[src/rtl/ext_pipe.sv]
// Immediate extension stage with a valid/ready handshake and a registered result.
// Define EXT_PIPE_SKID_EN to add a skid entry, giving a registered in_ready.
module ext_pipe #(
  parameter int IMM_W  = 16,
  parameter int DATA_W = 32
) (
  input  logic              clk,
  input  logic              reset,
  input  logic              flush,
  input  logic              in_valid,
  output logic              in_ready,
  input  logic [IMM_W-1:0]  in_imm,
  input  logic [2:0]        in_op,
  output logic              out_valid,
  input  logic              out_ready,
  output logic [DATA_W-1:0] out_imm,
  output logic              out_err
);

  logic [DATA_W-1:0] w_zext;
  logic [DATA_W-1:0] w_sext;
  logic [DATA_W-1:0] w_ext;
  logic              w_err;
  logic              w_in_xfer;
  logic              w_out_xfer;

  logic              r_out_valid;
  logic [DATA_W-1:0] r_out_imm;
  logic              r_out_err;

  assign w_zext = {{(DATA_W-IMM_W){1'b0}}, in_imm};
  assign w_sext = {{(DATA_W-IMM_W){in_imm[IMM_W-1]}}, in_imm};

  always_comb begin
    w_ext = '0;
    w_err = 1'b0;
    case (in_op)
      3'd0:    w_ext = w_zext;
      3'd1:    w_ext = w_sext;
      3'd2:    w_ext = {in_imm, {(DATA_W-IMM_W){1'b0}}};
      3'd3:    w_ext = {w_zext[DATA_W-3:0], 2'b00};
      3'd4:    w_ext = {w_sext[DATA_W-3:0], 2'b00};
      default: w_err = 1'b1;
    endcase
  end

  assign w_in_xfer  = in_valid && in_ready;
  assign w_out_xfer = r_out_valid && out_ready;

  assign out_valid = r_out_valid;
  assign out_imm   = r_out_imm;
  assign out_err   = r_out_err;

`ifdef EXT_PIPE_SKID_EN
  logic              r_skid_valid;
  logic [DATA_W-1:0] r_skid_imm;
  logic              r_skid_err;
  logic              r_in_ready;

  // r_in_ready tracks !r_skid_valid; the reset term only blanks it while reset is high.
  assign in_ready = r_in_ready && !reset;

  always_ff @(posedge clk) begin
    if (reset) begin
      r_out_valid  <= 1'b0;
      r_out_imm    <= '0;
      r_out_err    <= 1'b0;
      r_skid_valid <= 1'b0;
      r_skid_imm   <= '0;
      r_skid_err   <= 1'b0;
      r_in_ready   <= 1'b1;
    end else if (flush) begin
      r_out_valid  <= 1'b0;
      r_skid_valid <= 1'b0;
      r_in_ready   <= 1'b1;
    end else if (!r_out_valid || w_out_xfer) begin
      if (r_skid_valid) begin
        r_out_valid  <= 1'b1;
        r_out_imm    <= r_skid_imm;
        r_out_err    <= r_skid_err;
        r_skid_valid <= 1'b0;
        r_in_ready   <= 1'b1;
      end else if (w_in_xfer) begin
        r_out_valid <= 1'b1;
        r_out_imm   <= w_ext;
        r_out_err   <= w_err;
      end else begin
        r_out_valid <= 1'b0;
      end
    end else if (w_in_xfer) begin
      // Output is stalled: park the new item behind it.
      r_skid_valid <= 1'b1;
      r_skid_imm   <= w_ext;
      r_skid_err   <= w_err;
      r_in_ready   <= 1'b0;
    end
  end
`else
  assign in_ready = (!r_out_valid || out_ready) && !reset;

  always_ff @(posedge clk) begin
    if (reset) begin
      r_out_valid <= 1'b0;
      r_out_imm   <= '0;
      r_out_err   <= 1'b0;
    end else if (flush) begin
      r_out_valid <= 1'b0;
    end else if (w_in_xfer) begin
      r_out_valid <= 1'b1;
      r_out_imm   <= w_ext;
      r_out_err   <= w_err;
    end else if (w_out_xfer) begin
      r_out_valid <= 1'b0;
    end
  end
`endif

endmodule

[config.mk]
export PLATFORM = sky130hd
export DESIGN_NAME = ext_pipe
export DESIGN_NICKNAME = d
export VERILOG_FILES = /design/src/rtl/ext_pipe.sv
export SDC_FILE = /design/constraint.sdc
export NUM_CORES = 1
export LEC_CHECK = 0
export CORE_MARGIN = 4
export CORE_UTILIZATION = 40
export CTS_BUF_LIST = sky130_fd_sc_hd__clkbuf_2 sky130_fd_sc_hd__clkbuf_4 sky130_fd_sc_hd__clkbuf_8
export DETAILED_ROUTE_END_ITERATION = 10
export GPL_TIMING_DRIVEN = 0
export PLACE_DENSITY = 0.66
export SYNTH_ARGS = -nofsm -noshare
export SYNTH_HDL_FRONTEND = slang
export SYNTH_SLANG_ARGS = --single-unit
[constraint.sdc]
create_clock -name clk -period 3.05 [get_ports clk]
set_clock_uncertainty 0.2 [all_clocks]
set_input_delay 0.305 -clock clk [delete_from_list [all_inputs] [get_ports clk]]
set_output_delay 0.305 -clock clk [all_outputs]
set_load 0.05 [all_outputs]
==> flow_summary.toml <==
[routing]
wl_um = 5150
dr.first_iter.drc_count = 61
drc_errors = 0
vias = 1682
viasPerCell = 5.48
dr.pass1.iters = 4
routedWlPerCell_um = 16.8
ant_nets = 0

[synth]
yosysUniqueCellTypes = 36
postSynthAreaPerCell_um2 = 9.90
synth_seq_area_share_pct = 36.2
yosysWarnings = 0
ys.flop_type = "dfxtp_1"
synth_seq_cells = 34
synth_fp_nets = 214
async_flop_share_pct = 0
netlist_instances = 190
synth_area_um2 = 1880
synth_edf_count = 0

[setup_path]
crit_chain = "clkdlybuf4s50_1, buf_2, clkbuf_8, clkbuf_8, nor2_1, clkdlybuf4s50_1"
worstPathRequired_ns = 2.54
end_kind = "output pin"
critical_path_class = "input pin to output pin"
cp.arrival_ns = 2.18
critical_path.slowest_cell = "clkdlybuf4s50_1"
worstPathMaxFanout = 10
slowest_delay_ns = 0.81
start_kind = "input pin"

[power_and_ir_drop]
peakVddDrop_mv = 0.300
fin_total_pwr_mw = 1.07
cellPowerDensity_nw_per_um2 = 410
p_leak_nw = 0.961

[sta]
worst_pin_slew_ns = 0.524
rsz0062_at_grt = "no"
finalCritPeriodShare_pct = 87.9
hold_violations = 0
min_period_ns = 2.68
slew_viol_final = 0
setup_tns_ns = 0
finalSetupViolations = 0
fmax_ghz = 0.373
slew_headroom_pct = 65.0

[layout]
drive_above_1_share_pct = 13.7
diodes = 0
most-common-layout-cells = "clkdlybuf4s50_1 (58), dfxtp_1 (34), a21oi_1 (19)"
nNetsFinal = 279
synthToLayoutAreaGrowth_pct = 38.8
utilization_pct = 58.8
final_common_cell = "clkdlybuf4s50_1"
final_area_um2 = 2610

[cts]
cts_tree = "built"
h-tree-depth = 2
cts_hold_buf = 0
cts_sinks = 34
clkLatencyLatePin_ns = 0.28
cts_made_buffers = 5
cts_resized = 0
clk_pin_slew_ns = 0.07
clk_path_buf_depth = 2
cts_setup_buffers = 0
ctsRootBufferMaster = "clkbuf_8"

[floorplan]
die_x_um = 76.6
io_pins = 59
rows = 24
dieArea_um2 = 5870
die_y_um = 76.6
start_util_pct = 42.3
core_area_um2 = 4440

[global_routing]
grt_pass1_vias = 1692
grt-ovfl-total = 0
track_usage_pct = 17.9
grt_pass1_wl_um = 8500
grt_max_degree = 11
antenna_found_initial = 0

[placed_design]
place.gp.congestion = 0.772
io_buffers = 58
dpl_cell_area_um2 = 2530
dp_hpwl_um = 3890

[run]
max-cap-violations = 0

[min_path]
hold_class = "flip-flop to flip-flop"

[status]
status = "complete, no violations"
## cell usage after synthesis, types with 2 or more instances
cell       n  area share (%)
nand3b_1   2            0.80
nor2_1     5             1.0
inv_1      2            0.40
nand2b_1  15             5.0
clkbuf_8   5             3.7
o21ai_0    3            0.80
nand2_1   14             2.8
a311oi_1   2            0.93
buf_6      2             1.2
a221oi_1  13             6.1
dfxtp_1   34              36
a211oi_2  10             6.6
nand4_1    2            0.66
clkbuf_1   5             1.0
nor3b_2    2             1.3
nor4bb_1  15             8.0
mux2i_1   15             8.0
buf_2      5             1.3
a21oi_1   19             5.1
a211oi_1   4             1.6
## final timing paths
| path | from | endpoint | slack (ns) | cells after the start |
|---|---|---|---|---|
| max | reset | in_ready | 0.37 | 6 |
| min | out_imm[9] | out_imm[9] | 0.27 | 2 |
| max reg2reg | out_valid | out_imm[24] | 1.43 | 4 |
| min reg2reg | out_imm[9] | out_imm[9] | 0.27 | 2 |
## stage by stage
stage          std cells  setup slack, ns  hold slack (ns)
2_1_floorplan        190             1.13            0.182
3_3_place_gp         300            0.353            0.260
3_5_place_dp         300            0.356            0.265
4_1_cts              307            0.352            0.277
5_1_grt              307            0.294            0.293
6_report             307            0.369            0.272
## worst max-delay path: cells and delay by family
kind / cells / cell delay [ns]
buffers and inverters: 5 / 1.77
and+or+nand+nor: 1 / 0.11
## sequential cells by signal (all words and copies together) (netlist names)
signal     flops
out_imm       32
out_valid      1
out_err        1
## kinds of logic after synthesis
kind of cell           synth area share (%)
AND/OR/NAND/NOR                        22.4
AO/OA/AOI/OAI                          23.5
flip-flops                             36.2
buffers and inverters                  9.44
multiplexers                           7.98
XOR/XNOR                              0.466
## per-layer routing
metal / wire length (um) / share of wire, % / global-route usage [%] / vias to the layer above
met1: 2490 / 48 / 23.7 / 777
met3: 314 / 6.1 / 4.73 / 4
met2: 2290 / 45 / 27.9 / 52
met5: 0 / 0 / 0 / -
li1: - / - / - / 849
met4: 57 / 1.1 / 6.52 / 0
## layout make-up
type / instances / area, um2
clock buffers: 7 / 83.8
well taps: 52 / 65.1
repair buffers: 58 / 581
inverters: 2 / 7.51
multi-input cells: 134 / 1020
plain buffers: 20 / 170
fillers: 413 / 1830
flip-flops and latches: 34 / 681
## power by group
part           internal [mW]  leakage [nW]  switching, mW
clock                  0.175        0.0452          0.150
sequential             0.463         0.277        0.00907
combinational          0.116         0.639          0.159
Power figures use the tool's default switching activity.
